$ cat src/rtl/router_tx_engine.sv
// Aurora TX packet engine: sends one header beat followed by BEATS payload
// beats read from BRAM, with link-loss abort and busy/link-down rejection.
module router_tx_engine #(
  parameter int DATA_W = 256,
  parameter int BEATS  = 4
) (
  input  logic              user_clk,
  input  logic              reset,
  input  logic              channel_up,
  input  logic              router_start_req,
  input  logic [9:0]        router_scr_addr,
  input  logic [9:0]        router_dst_addr,
  output logic              bram_en,
  output logic [11:0]       bram_addr,
  input  logic [DATA_W-1:0] bram_dout,
  output logic [DATA_W-1:0] m_axis_tx_tdata,
  output logic              m_axis_tx_tvalid,
  output logic              m_axis_tx_tlast,
  input  logic              m_axis_tx_tready,
  output logic              router_done,
  output logic              router_err,
  output logic              busy
);

  typedef enum logic [2:0] {IDLE, HDR, RD, CAP, SEND, DONE} state_t;

  state_t     state, next;
  logic [9:0] src, dst;
  logic [1:0] beat;
  logic       hs, active, last_beat, start_ok;

  assign hs        = m_axis_tx_tvalid & m_axis_tx_tready;
  assign active    = (state == HDR) || (state == RD) || (state == CAP) || (state == SEND);
  assign last_beat = (beat == 2'(BEATS - 1));
  assign start_ok  = router_start_req & channel_up;

  assign bram_en     = (state == RD);
  assign bram_addr   = {src, beat};
  assign router_done = (state == DONE);
  assign busy        = (state != IDLE);

  always_comb begin
    next = state;
    case (state)
      IDLE:    if (start_ok) next = HDR;
      HDR:     if (hs) next = RD;
      RD:      next = CAP;
      CAP:     next = SEND;
      SEND:    if (hs) next = m_axis_tx_tlast ? DONE : RD;
      DONE:    next = IDLE;
      default: next = IDLE;
    endcase
    if (active && !channel_up) next = IDLE;
  end

  always_ff @(posedge user_clk) begin
    if (reset) state <= IDLE;
    else       state <= next;
  end

  always_ff @(posedge user_clk) begin
    if (reset) begin
      src              <= '0;
      dst              <= '0;
      beat             <= '0;
      m_axis_tx_tdata  <= '0;
      m_axis_tx_tvalid <= 1'b0;
      m_axis_tx_tlast  <= 1'b0;
      router_err       <= 1'b0;
    end else begin
      router_err <= (router_start_req && (busy || !channel_up)) || (active && !channel_up);
      case (state)
        IDLE: if (start_ok) begin
          src              <= router_scr_addr;
          dst              <= router_dst_addr;
          beat             <= '0;
          m_axis_tx_tdata  <= {{(DATA_W-28){1'b0}}, 6'd0, 2'(BEATS - 1),
                               router_scr_addr, router_dst_addr};
          m_axis_tx_tvalid <= 1'b1;
          m_axis_tx_tlast  <= 1'b0;
        end
        HDR: if (hs) m_axis_tx_tvalid <= 1'b0;
        CAP: begin
          m_axis_tx_tdata  <= bram_dout;
          m_axis_tx_tvalid <= 1'b1;
          m_axis_tx_tlast  <= last_beat;
        end
        SEND: if (hs) begin
          m_axis_tx_tvalid <= 1'b0;
          m_axis_tx_tlast  <= 1'b0;
          if (!m_axis_tx_tlast) beat <= beat + 2'd1;
        end
        default: ;
      endcase
      // Link loss overrides whatever the state would have driven this cycle.
      if (active && !channel_up) begin
        m_axis_tx_tvalid <= 1'b0;
        m_axis_tx_tlast  <= 1'b0;
      end
    end
  end

endmodule

$ cat config.mk
export PLATFORM = sky130hd
export DESIGN_NAME = router_tx_engine
export DESIGN_NICKNAME = d
export VERILOG_FILES = /design/src/rtl/router_tx_engine.sv
export SDC_FILE = /design/constraint.sdc
export NUM_CORES = 1
export LEC_CHECK = 0
export CORE_AREA = 4 4 215 217
export CTS_CLUSTER_DIAMETER = 50
export DETAILED_ROUTE_END_ITERATION = 8
export DIE_AREA = 0 0 219 221
export GPL_TIMING_DRIVEN = 1
export SETUP_SLACK_MARGIN = 0.5
export SYNTH_ARGS = -nofsm -noshare
export SYNTH_HDL_FRONTEND = slang
export SYNTH_SLANG_ARGS = --single-unit
export TNS_END_PERCENT = 30
$ cat constraint.sdc
create_clock -name user_clk -period 2.2 [get_ports user_clk]
set_input_delay 0.55 -clock user_clk [delete_from_list [all_inputs] [get_ports user_clk]]
set_output_delay 0.55 -clock user_clk [all_outputs]
set_load 0.03 [all_outputs]
==> reports/qor.csv <==
metric,value,unit
via count,8481,
first-pass GRT wire length,53200,um
DR WL/cell,18.3,um
CORE AREA,44100,um^2
register area share after synthesis,62.6,%
placed cell area,15300,um^2
"FF+latch count, synth",274,
# rows,77,
Final GP Congestion,0.793,
cell area after synthesis,8760,um^2
DRC viols,0,
CTS tree,built,
"Remaining Overflow, GRT",0,
Chip Height,221,um
Critical Path AT,1.49,ns
Num CTS Buffers,36,
number of non-filler instances in the completed layout,1940,
maximum fanout along the worst path,6,
CP Class,reg -> out,
xor-xnor portion of the synthesized cell area,0,%
largest net degree at the start of global routing,38,
Clock Sinks,274,
cell count after synthesis,739,
all-layer global routing usage,13.7,%
Pre-Repair DR Iteration Count,4,
Worst Skew,0.0178,ns
final WL,35500,um
simple logic cell fraction of the synthesized area,3.69,%
minimum clock period,2.04,ns
synth warn,0,
detailed placement HPWL,26400,um
leading area contributor after synthesis,dfxtp_1,
worst hold path depth,1,
Main synth FF type,dfxtp_1,
Hold Path End,m_axis_tx_tdata[229],
share of cells above drive strength 1,29.9,%
vias in the first global route,9032,
initial DRC count,435,
Slew Limit Fails,0,
unrepaired setup endpoints after global routing,true,
number of buffers added on ports,554,
fillcell total,4535,
Worst Hold Class,reg -> reg,
crit share post-route,92.6,%
Layout Nets,1603,
max cap viols,0,
post-route cell area,15500,um^2
Post-Synth Adder-Cell Area,0.143,%
pre-CTS setup slack,-0.00593,ns
CTS Hold Bufs,0,
VDD IR max,0.522,mV
Critical Path End Type,primary output,
Max Freq,491,MHz
Synth Area in Compound Gates,29.9,%
Max clock buf depth,3,
"top cells by area, synth","dfxtp_1 (63%), a22o_1 (23%), clkbuf_1 (2.0%)",
Worst Path Required,1.65,ns
area share of the largest cell type after synthesis,62.6,%
syn nets,1021,
Die Area,48400,um^2
post-synthesis cell type count,34,
worst-skew pair later-pin latency,0.53,ns
LEAKAGE,6.75,nW
hold path start,m_axis_tx_tdata[229],
CTS clock-pin slew for the worst setup and hold paths,0.05,ns
H-tree levels,2,
synth-to-layout area growth,77.2,%
Top Ports,555,
Avg Inst Size Synth,11.8,um^2
"FFs w/ async S/R, synth",0,%
slew of the pin with the lowest slew margin,0.360,ns
largest family of logic cells by synthesized area,compound AO/OA/AOI/OAI gates,
status,"finished, final reports clean",
Antenna Nets Post-Route,0,
final-report hold violation count,0,
multiplexer share of the synthesized area,0,%
Rel. slew slack,76.0,%
hold_ws,0.464,ns
number of vias per cell,4.37,
RR Endpoint,m_axis_tx_tdata[57],
Worst R2R Start,state[2],
clock root cell,clkbuf_16,
worst setup margin,0.164,ns
Worst R2R Setup Slack,0.49,ns
initial antenna violation count,0,
ANT cells,0,
placed insts,1865,
initial core utilization,19.8,%
die width,219,um
critical path launch point type,register,
Post-synth EDFFs,0,
reg2reg path depth,6,
setup violators final,0,
power density cells,781,nW/um^2
==> worst max-delay path: stages, from the launching register on <==
cell and delay, ns:
dfxtp_2 0.32, buf_6 0.12, or3_4 0.36, buf_12 0.15
==> synth_stat cells (3+ instances only) <==
master,count
dfxtp_1,274
nor3b_1,4
o21ai_0,35
nand3_1,22
buf_2,20
a31oi_1,22
o211ai_1,10
buf_1,7
nor2_1,3
inv_1,5
nor3_1,3
a22o_1,234
nand2_1,12
clkbuf_1,47
a21oi_1,17
==> cell usage in the layout, fill, tap and decap left out, types with 4 or more instances in the layout <==
cell type          n
clkdlybuf4s50_1  280
nand2_1           12
nand3_1           22
buf_4             75
dfxtp_1          266
a31oi_1           22
buf_2            120
inv_1              4
clkbuf_2         103
dlygate4sd2_1     17
buf_12            15
buf_6              7
o211ai_1          10
dfxtp_2            6
clkbuf_16         37
clkbuf_8           9
inv_6              4
o21ai_0           35
a21oi_1           17
clkinv_2           4
a22o_1           234
==> area by class of cell <==
cell class                      instances  area, um^2  share of cell area (%)
Tap cell                              592         741                    4.78
Multi-Input combinational cell        386        2970                    19.1
Sequential cell                       274        5500                    35.5
Clock buffer                           48        1060                    6.82
Timing Repair Buffer                  618        5020                    32.4
Clock inverter                         17         198                    1.27
Inverter                                5        22.5                   0.145
==> sequential cells by signal (all words and copies together) (netlist names) <==
register / count
beat: 2
m_axis_tx_tdata: 256
m_axis_tx_tlast: 1
m_axis_tx_tvalid: 1
router_err: 1
src: 10
state: 3
==> power by group <==
| part | internal (mW) | switching [mW] |
|---|---|---|
| Combinational | 0.624 | 0.411 |
| Sequential | 5.01 | 0.0228 |
| Clock | 3.76 | 2.30 |
| Total | 9.39 | 2.73 |
==> worst max-delay path by stage <==
stage                              start                   end  depth (start not counted)
floorplan               router_start_req  m_axis_tx_tdata[100]                          5
global placement        router_start_req   m_axis_tx_tdata[94]                          6
detailed placement      router_start_req   m_axis_tx_tdata[50]                          6
CTS                 m_axis_tx_tdata[186]  m_axis_tx_tdata[186]                          1
global route                    state[2]                  busy                          2
finish                          state[0]                  busy                          3
==> repair_timing <==
action	CTS	global route
resized for setup	905	212
hold endpoints to repair	0	0
setup buffers	10	0
endpoints found under the setup margin	506	362
pin swaps	0	1
==> per-layer routing <==
metal  share of wire (%)  wire [um]  global-route usage, %  vias up
met4                 3.6       1260                   5.87        0
met2                  48      17100                   23.5      362
met5                   0          0                      0        -
li1                    -          -                      -     4010
met1                  40      14100                   15.7     4034
met3                 8.5       3030                   4.40       75
==> kinds of logic after synthesis <==
family	count (synthesis)
compound gates	327
fa+ha+maj	1
buf+inv	79
flops	274
simple gates	58
==> per-stage QoR <==
step	power (mW)	utilization [%]	TNS, ns
after floorplan	5.44	-	0
final	12.1	35.2	0
after detailed placement	6.19	34.8	-0.0335
after global placement	6.18	34.8	0
after global routing	12.6	35.2	0
after CTS	12.3	36.0	0
Note: power is estimated with default switching activity, not from simulation.
